`src/rtl/lsu_mem_ctrl.sv`:
```
// rtl/lsu_mem_ctrl.sv - load/store request stage: alignment check, lane setup, req/gnt + rvalid bus with timeout
module lsu_mem_ctrl #(
    parameter int TIMEOUT_W = 8
) (
    input  logic        clk,
    input  logic        rst,
    input  logic        ex_valid,
    output logic        ex_ready,
    input  logic        ex_is_load,
    input  logic        ex_is_store,
    input  logic [2:0]  ex_func3,
    input  logic [31:0] ex_addr,
    input  logic [31:0] ex_wdata,
    output logic        dmem_req,
    input  logic        dmem_gnt,
    output logic        dmem_we,
    output logic [31:0] dmem_addr,
    output logic [3:0]  dmem_be,
    output logic [31:0] dmem_wdata,
    input  logic        dmem_rvalid,
    input  logic [31:0] dmem_rdata,
    output logic        wb_valid,
    output logic [31:0] wb_rdata,
    output logic [2:0]  wb_func3,
    output logic [1:0]  wb_addr_lo,
    output logic        st_done,
    output logic        misalign_exc,
    output logic        bus_err,
    output logic [31:0] fault_addr
);

    typedef enum logic [1:0] {S_IDLE, S_REQ, S_WAIT} state_t;

    // Counter starts at 0, so the last permitted cycle is count 2**W-2 (2**W-1 cycles total).
    localparam logic [TIMEOUT_W-1:0] TMO_LAST = {{(TIMEOUT_W-1){1'b1}}, 1'b0};

    state_t               state, state_nxt;
    logic [TIMEOUT_W-1:0] tmo_cnt;
    logic [2:0]           op_func3;
    logic [31:0]          op_addr;
    logic                 accept, misaligned, tmo_hit;
    logic [3:0]           be_nxt;
    logic [31:0]          wdata_nxt;

    assign ex_ready   = (state == S_IDLE);
    assign accept     = ex_valid & ex_ready & (ex_is_load | ex_is_store);
    assign misaligned = ((ex_func3[1:0] == 2'd1) & ex_addr[0]) |
                        (ex_func3[1] & (ex_addr[1:0] != 2'b00));
    assign tmo_hit    = (tmo_cnt == TMO_LAST);

    always_comb begin
        be_nxt    = 4'b1111;
        wdata_nxt = ex_wdata;
        case (ex_func3[1:0])
            2'd0: begin
                be_nxt    = 4'b0001 << ex_addr[1:0];
                wdata_nxt = {4{ex_wdata[7:0]}};
            end
            2'd1: begin
                be_nxt    = 4'b0011 << ex_addr[1:0];
                wdata_nxt = {2{ex_wdata[15:0]}};
            end
            default: ;
        endcase
    end

    always_comb begin
        state_nxt = state;
        case (state)
            S_IDLE: if (accept && !misaligned) state_nxt = S_REQ;
            S_REQ: begin
                if (dmem_gnt)     state_nxt = dmem_we ? S_IDLE : S_WAIT;
                else if (tmo_hit) state_nxt = S_IDLE;
            end
            S_WAIT: if (dmem_rvalid || tmo_hit) state_nxt = S_IDLE;
            default: state_nxt = S_IDLE;
        endcase
    end

    always_ff @(posedge clk) begin
        if (rst) state <= S_IDLE;
        else     state <= state_nxt;
    end

    always_ff @(posedge clk) begin
        if (rst) begin
            tmo_cnt      <= '0;
            op_func3     <= '0;
            op_addr      <= '0;
            dmem_req     <= 1'b0;
            dmem_we      <= 1'b0;
            dmem_addr    <= '0;
            dmem_be      <= '0;
            dmem_wdata   <= '0;
            wb_valid     <= 1'b0;
            wb_rdata     <= '0;
            wb_func3     <= '0;
            wb_addr_lo   <= '0;
            st_done      <= 1'b0;
            misalign_exc <= 1'b0;
            bus_err      <= 1'b0;
            fault_addr   <= '0;
        end else begin
            wb_valid     <= 1'b0;
            st_done      <= 1'b0;
            misalign_exc <= 1'b0;
            bus_err      <= 1'b0;
            tmo_cnt      <= (state_nxt != state) ? '0 : tmo_cnt + 1'b1;
            case (state)
                S_IDLE: begin
                    if (accept && misaligned) begin
                        misalign_exc <= 1'b1;
                        fault_addr   <= ex_addr;
                    end else if (accept) begin
                        dmem_req   <= 1'b1;
                        dmem_we    <= ex_is_store & ~ex_is_load;
                        dmem_addr  <= {ex_addr[31:2], 2'b00};
                        dmem_be    <= be_nxt;
                        dmem_wdata <= wdata_nxt;
                        op_func3   <= ex_func3;
                        op_addr    <= ex_addr;
                    end
                end
                S_REQ: begin
                    if (dmem_gnt) begin
                        dmem_req <= 1'b0;
                        st_done  <= dmem_we;
                    end else if (tmo_hit) begin
                        dmem_req   <= 1'b0;
                        bus_err    <= 1'b1;
                        fault_addr <= op_addr;
                    end
                end
                S_WAIT: begin
                    if (dmem_rvalid) begin
                        wb_valid   <= 1'b1;
                        wb_rdata   <= dmem_rdata;
                        wb_func3   <= op_func3;
                        wb_addr_lo <= op_addr[1:0];
                    end else if (tmo_hit) begin
                        bus_err    <= 1'b1;
                        fault_addr <= op_addr;
                    end
                end
                default: ;
            endcase
        end
    end

endmodule

```
`config.mk`:
```
export PLATFORM = sky130hd
export DESIGN_NAME = lsu_mem_ctrl
export DESIGN_NICKNAME = d
export VERILOG_FILES = /design/src/rtl/lsu_mem_ctrl.sv
export SDC_FILE = /design/constraint.sdc
export NUM_CORES = 1
export LEC_CHECK = 0
export CAP_MARGIN = 20
export CELL_PAD_IN_SITES_DETAIL_PLACEMENT = 1
export CELL_PAD_IN_SITES_GLOBAL_PLACEMENT = 1
export CORE_ASPECT_RATIO = 1.5
export CORE_MARGIN = 8
export CORE_UTILIZATION = 31
export CTS_CLUSTER_SIZE = 12
export DETAILED_ROUTE_END_ITERATION = 10
export PLACE_DENSITY_LB_ADDON = 0.2
export SLEW_MARGIN = 20
export SYNTH_ARGS = -nofsm -noshare
export SYNTH_HDL_FRONTEND = slang
export SYNTH_SLANG_ARGS = --single-unit
```
`constraint.sdc`:
```
create_clock -name clk -period 2.14 [get_ports clk]
set_input_delay 0.214 -clock clk [delete_from_list [all_inputs] [get_ports clk]]
set_output_delay 0.214 -clock clk [all_outputs]
set_load 0.03 [all_outputs]
```
== Yosys cells after proc, flatten, opt, wreduce, memory -nomap -nowiden ==
Index checks and enable logic that the tools add are counted.
Operators by class
  magnitude comparators: 0
  bitwise logic cells: 13
  shift operators: 2
  eq/ne operators: 11
  reductions and logical operators: 17
  $mul: 0
  divide/modulo/power cells: 0
  muxes and demuxes: 24
  add/subtract/negate cells: 1
Operators with widths (count)
  32-bit two-way mux: 4
  32-bit one-hot mux with 3 select lines: 1
  32-bit one-hot mux with 2 select lines: 1
  2-bit two-way mux: 5
  1-bit two-way mux: 9
  8-bit by 1-bit adder with 8-bit output (second input constant): 1
  8-bit == test (second input constant): 1
  4-bit one-hot mux with 2 select lines: 1
  4-bit AND reduction: 2
  2-bit != test (second input constant): 3
  1-bit NOT: 6
  2-bit one-hot mux with 3 select lines: 1
  2-bit OR reduction: 3
  1-bit AND: 5
  2-bit by 1-bit == test with 1-bit output (second input constant): 2
  2-bit logical NOT: 2
  2-bit by 1-bit != test with 1-bit output (second input constant): 2
  1-bit one-hot mux with 2 select lines: 2
  2-bit nonzero test: 2
  1-bit by 2-bit << shifter with 4-bit output (first input constant): 1
  2-bit by 2-bit << shifter with 4-bit output (first input constant): 1
  3-bit != test (second input constant): 1
  3-bit AND reduction: 1
  3-bit nonzero test: 1
  8 further kinds: 10
Word-level totals
  register bits after elaboration: 186
  logic and storage cells: 85
  memory bits (writable): 0
  input port bits: 106
  memory bits (read-only): 0
  latch bits: 0
  memories kept: 0

== Depth between registers and ports, before layout ==
  depth after elaboration: 9
  depth in mapped cells: 8
  mapped depth without buffers: 7

== Least setup slack after synthesis ==
Ideal clock, no wire load.
  path kind: reg-to-reg
  from: register state[1]
  to: register tmo_cnt[2]
  setup slack: 0.182 ns
  data arrival time: 1.844 ns
  path buffers: 0
  period minus slack after synthesis: 1.958 ns
  stages on the path, launching flop included: 8
  cell sequence: dfxtp_1 > inv_1 > ha_1 > o211ai_1 > o21bai_1 > o311ai_0 > a211o_4 > nor2_1
On the way
  word-level cells in the longest chain between the ends: 8
  elaborated cells between the ends (all ways): 13
RTL lines
  start, declared: RTL line 37  | state_t state, state_nxt;
  start signal, assigned: RTL line 82  | else state <= state_nxt;
  2-bit logical NOT (*): RTL line 45  | assign ex_ready = (state == S_IDLE);
  via ex_ready: RTL line 8  | output logic ex_ready,
  1-bit AND (2 in series): RTL line 46  | assign accept = ex_valid & ex_ready & (ex_is_load | ex_is_store);
  1-bit logical AND: RTL line 70  | S_IDLE: if (accept && !misaligned) state_nxt = S_REQ;
  2-bit two-way mux: RTL line 70
  2-bit one-hot mux with 3 select lines (*): RTL line 69  | case (state)
  2-bit != test (*): RTL line 108  | tmo_cnt <= (state_nxt != state) ? '0 : tmo_cnt + 1'b1;
  2-bit OR reduction (no source line) (*)
  end signal, assigned: RTL line 108
  end, declared: RTL line 38  | logic [TIMEOUT_W-1:0] tmo_cnt;
Mark *: on every way through the listed nets, which the timed path passes. The rest lies on a longest branch.
A chain may end at the register's enable or synchronous reset.

== Final worst setup path ==
  from: register state[1]
  to: output ex_ready
On the way
  word-level cells in the longest chain between the ends: 1
RTL lines (RTL line)
  2-bit logical NOT: 45
  end, declared: 8
Every way passes these cells.

==> impl_metrics.py <==
metrics = {
    "worst_setup_path": {
        "timing.critical_path.from_type": "flip-flop",
        "crit_path_end_kind": "output pin",
        "r2r_end": "op_addr[5]",
        "critical_path.startpoint": "state[1]",
        "worst-endpoint-required_ns": 1.93,
        "cp_max_fo": 5,
        "worst_ep_arrival_time_ns": 1.73,
        "r2r_start": "state[1]",
        "timing.critical_path.to": "ex_ready",
        "r2r_cells": 9,
        "worst-setup-path-type": "reg -> out",
        "regToRegSetupSlack_ns": 0.21,
    },
    "logic_synthesis": {
        "post_synth_top_area_share": 0.470,
        "syn_area_mm2": 0.00664,
        "postSynth.topFlopCell": "sky130_fd_sc_hd__dfxtp_1",
        "ys_types": 45,
        "synth_seq_area_share": 0.470,
        "postSynth.asyncResetShare": 0,
        "synth_top_cells_by_area": "sky130_fd_sc_hd__dfxtp_1 47%, sky130_fd_sc_hd__nand2_1 11%, sky130_fd_sc_hd__nor2_1 7.6%, sky130_fd_sc_hd__a21oi_1 7.1%, sky130_fd_sc_hd__buf_4 3.7%",
        "ys_seq_elements": 156,
        "synth_top_cells_by_count": "189 x sky130_fd_sc_hd__nand2_1, 156 x sky130_fd_sc_hd__dfxtp_1, 134 x sky130_fd_sc_hd__nor2_1",
        "synth.most_common_cell": "sky130_fd_sc_hd__nand2_1",
        "synth.largest_area_cell": "sky130_fd_sc_hd__dfxtp_1",
        "synth_edf_count": 0,
        "syn-instance-count": 873,
        "synthesis.yosys.warnings": 0,
        "synth_area_per_cell_um2": 7.61,
    },
    "drt": {
        "postRouteWirelength_um": 23500,
        "detailroute.via_count": 6546,
        "drcViolationCount": 0,
        "vias_per_cell": 4.81,
        "1st_iter_drt_viols": 192,
        "route.detailed.wl_per_inst_um": 17.3,
        "detailedRoute.firstPassIterationCount": 6,
        "route.antenna.remaining_nets": 0,
    },
    "status": {
        "run_status": "finished, final reports clean",
    },
    "timing": {
        "period_needed_ns": 1.94,
        "final.period_utilization": 0.907,
        "finalHoldWorstSlack_ns": 0.298,
        "max_clock_freq_mhz": 515,
        "final.setup.tns_ns": 0,
        "max_slew_margin": 0.588,
        "clock_skew_ns": 0.00864,
        "timing_max_transition_violations_final": 0,
        "hold_fails_final_rpt": 0,
        "final.setup.worst_slack_ns": 0.198,
        "finalSetupViolations": 0,
        "rsz0062_at_grt": "no",
        "max_slew.worst_pin.slew_ns": 0.618,
    },
    "pwr": {
        "cellLeakagePower_uw": 0.00349,
        "total_power_uw": 7920,
        "worst_ir_drop_vdd_mv": 0.535,
        "power.density_cell_area_mw_per_mm2": 806,
    },
    "placed_design": {
        "port_buffers": 247,
        "gp_routability_congestion": 0.737,
        "detailedPlacementHpwl_um": 17300,
        "dp_slack_ns": -0.0523,
    },
    "floorplanning": {
        "floorplan.die.width_um": 136,
        "placeableCoreArea_mm2": 0.0211,
        "die_area_mm2": 0.0265,
        "design.portCount": 250,
        "die_height_um": 195,
        "core.rowCount": 65,
        "initial_utilization": 0.315,
    },
    "global_route": {
        "first_global_vias": 6866,
        "globalRouteTotalUtil": 0.178,
        "grt_max_degree": 59,
        "grt_first_pass_wirelength_um": 37200,
        "antenna_found_initial": 3,
        "total_overflow_reported_by_the_global_router": 0,
    },
    "cts": {
        "cts-buffers-inserted": 17,
        "clkTransAtPathRegs_ns": 0.07,
        "h_tree_levels": 4,
        "clockBufferDepth": 2,
        "tritoncts": "built",
        "clkLatencyLatePin_ns": 0.42,
        "cts_setup_buffers": 0,
        "cts.root.buffer_cell": "sky130_fd_sc_hd__clkbuf_16",
        "clock_sinks": 156,
    },
    "run": {
        "drv.max_cap_violation_count": 0,
    },
    "layout": {
        "layout-area-overhead-vs-synth_pct": 48.0,
        "finalNetCount": 1189,
        "drive_gt1_frac": 0.0651,
        "number_of_filler_instances_in_the_final_layout": 2553,
    },
    "hold_path": {
        "worst_hold_path_type": "in -> reg",
    },
}
==> worst max-delay path, stage by stage (launching register included) <==
cell,delay [ns]
sky130_fd_sc_hd__dfxtp_1,0.35
sky130_fd_sc_hd__inv_1,0.13
sky130_fd_sc_hd__ha_2,0.24
sky130_fd_sc_hd__buf_4,0.16
sky130_fd_sc_hd__dlygate4sd2_1,0.42
==> sequential cells by signal, summed over array words and instances, names as in the netlist <==
name and flops:
bus_err 1, dmem_be 4, dmem_req 1, dmem_wdata 32, dmem_we 1, fault_addr 32, misalign_exc 1, op_addr 32
op_func3 3, st_done 1, state 2, tmo_cnt 8, wb_addr_lo 2, wb_func3 3, wb_rdata 32, wb_valid 1
==> area by class of cell <==
cell class / instances / area [um^2] / area share
flip-flops and latches: 156 / 3120 / 0.318
multi-input cells: 584 / 2890 / 0.294
repair buffers: 279 / 2770 / 0.282
clock buffers: 17 / 425 / 0.0433
well taps: 268 / 335 / 0.0341
inverters: 39 / 146 / 0.0149
clock inverters: 15 / 129 / 0.0131
diodes: 2 / 5.00 / 0.000509
==> metal layers <==
metal	vias to the layer above	part of all wire	global-route usage
met5	-	0.00055	0
met4	2	0.018	0.0632
met3	17	0.070	0.0604
met2	154	0.53	0.321
met1	3110	0.39	0.185
li1	3263	-	-
==> worst min-delay path by stage <==
stage | start | slack (ns) | end | cells past startpoint
2_1_floorplan | ex_func3[2] | 0.35 | op_func3[2] | 2
3_3_place_gp | wb_rdata[28] | 0.44 | wb_rdata[28] | 2
3_5_place_dp | dmem_wdata[26] | 0.45 | dmem_wdata[26] | 2
4_1_cts | rst | 0.30 | op_addr[8] | 2
5_1_grt | rst | 0.32 | op_addr[7] | 2
6_report | rst | 0.30 | op_addr[7] | 2
==> cells in the final DEF, fill, tap and decap left out, types with 2 or more instances in the layout <==
cell,instances
sky130_fd_sc_hd__inv_1,38
sky130_fd_sc_hd__inv_6,5
sky130_fd_sc_hd__nand2b_1,2
sky130_fd_sc_hd__nand3_1,4
sky130_fd_sc_hd__clkbuf_16,17
sky130_fd_sc_hd__clkdlybuf4s50_1,245
sky130_fd_sc_hd__a311oi_1,10
sky130_fd_sc_hd__mux2i_1,16
sky130_fd_sc_hd__nand2_1,189
sky130_fd_sc_hd__conb_1,2
sky130_fd_sc_hd__clkinv_2,2
sky130_fd_sc_hd__nor3_1,35
sky130_fd_sc_hd__inv_8,3
sky130_fd_sc_hd__buf_4,28
sky130_fd_sc_hd__nor2_1,134
sky130_fd_sc_hd__diode_2,2
sky130_fd_sc_hd__o211ai_1,10
sky130_fd_sc_hd__buf_12,5
sky130_fd_sc_hd__ha_1,5
sky130_fd_sc_hd__a31oi_1,32
sky130_fd_sc_hd__a21oi_1,94
sky130_fd_sc_hd__dfxtp_1,156
sky130_fd_sc_hd__o21ai_0,12
sky130_fd_sc_hd__clkinvlp_4,2
sky130_fd_sc_hd__xor2_1,5
sky130_fd_sc_hd__and4_4,2
sky130_fd_sc_hd__a211oi_1,10
sky130_fd_sc_hd__clkinv_4,3
==> through the flow <==
stage | area [um^2] | util | instances
finish | 9820 | 0.466 | 1360
global route | 9820 | 0.466 | 1360
CTS | 9820 | 0.466 | 1358
detailed placement | 9270 | 0.440 | 1326
global placement | 9270 | 0.440 | 1326
floorplan | 6640 | - | 874
==> power breakdown <==
group	total, uW	internal [uW]	leakage [uW]	switching (uW)
sequential	3220	3100	0.00127	122
clock	2870	1530	0.000271	1340
combinational	1830	781	0.00195	1050
total	7920	5410	0.00349	2510
==> timing repair <==
action,4_1_cts,5_1_grt
resized for setup,1,0
setup endpoints to repair,1,0
endpoints found under the hold margin,0,0
hold buffers,0,0
==> cell families after synthesis <==
group,after synthesis,share of synthesized area
mux,16,0.0241
fa+ha+maj,6,0.0113
compound gates,178,0.160
other cells,1,0.000565
xor+xnor,6,0.00791
buf+inv,134,0.0980
simple gates,376,0.228
flops,156,0.470
Power figures use the tool's default switching activity.
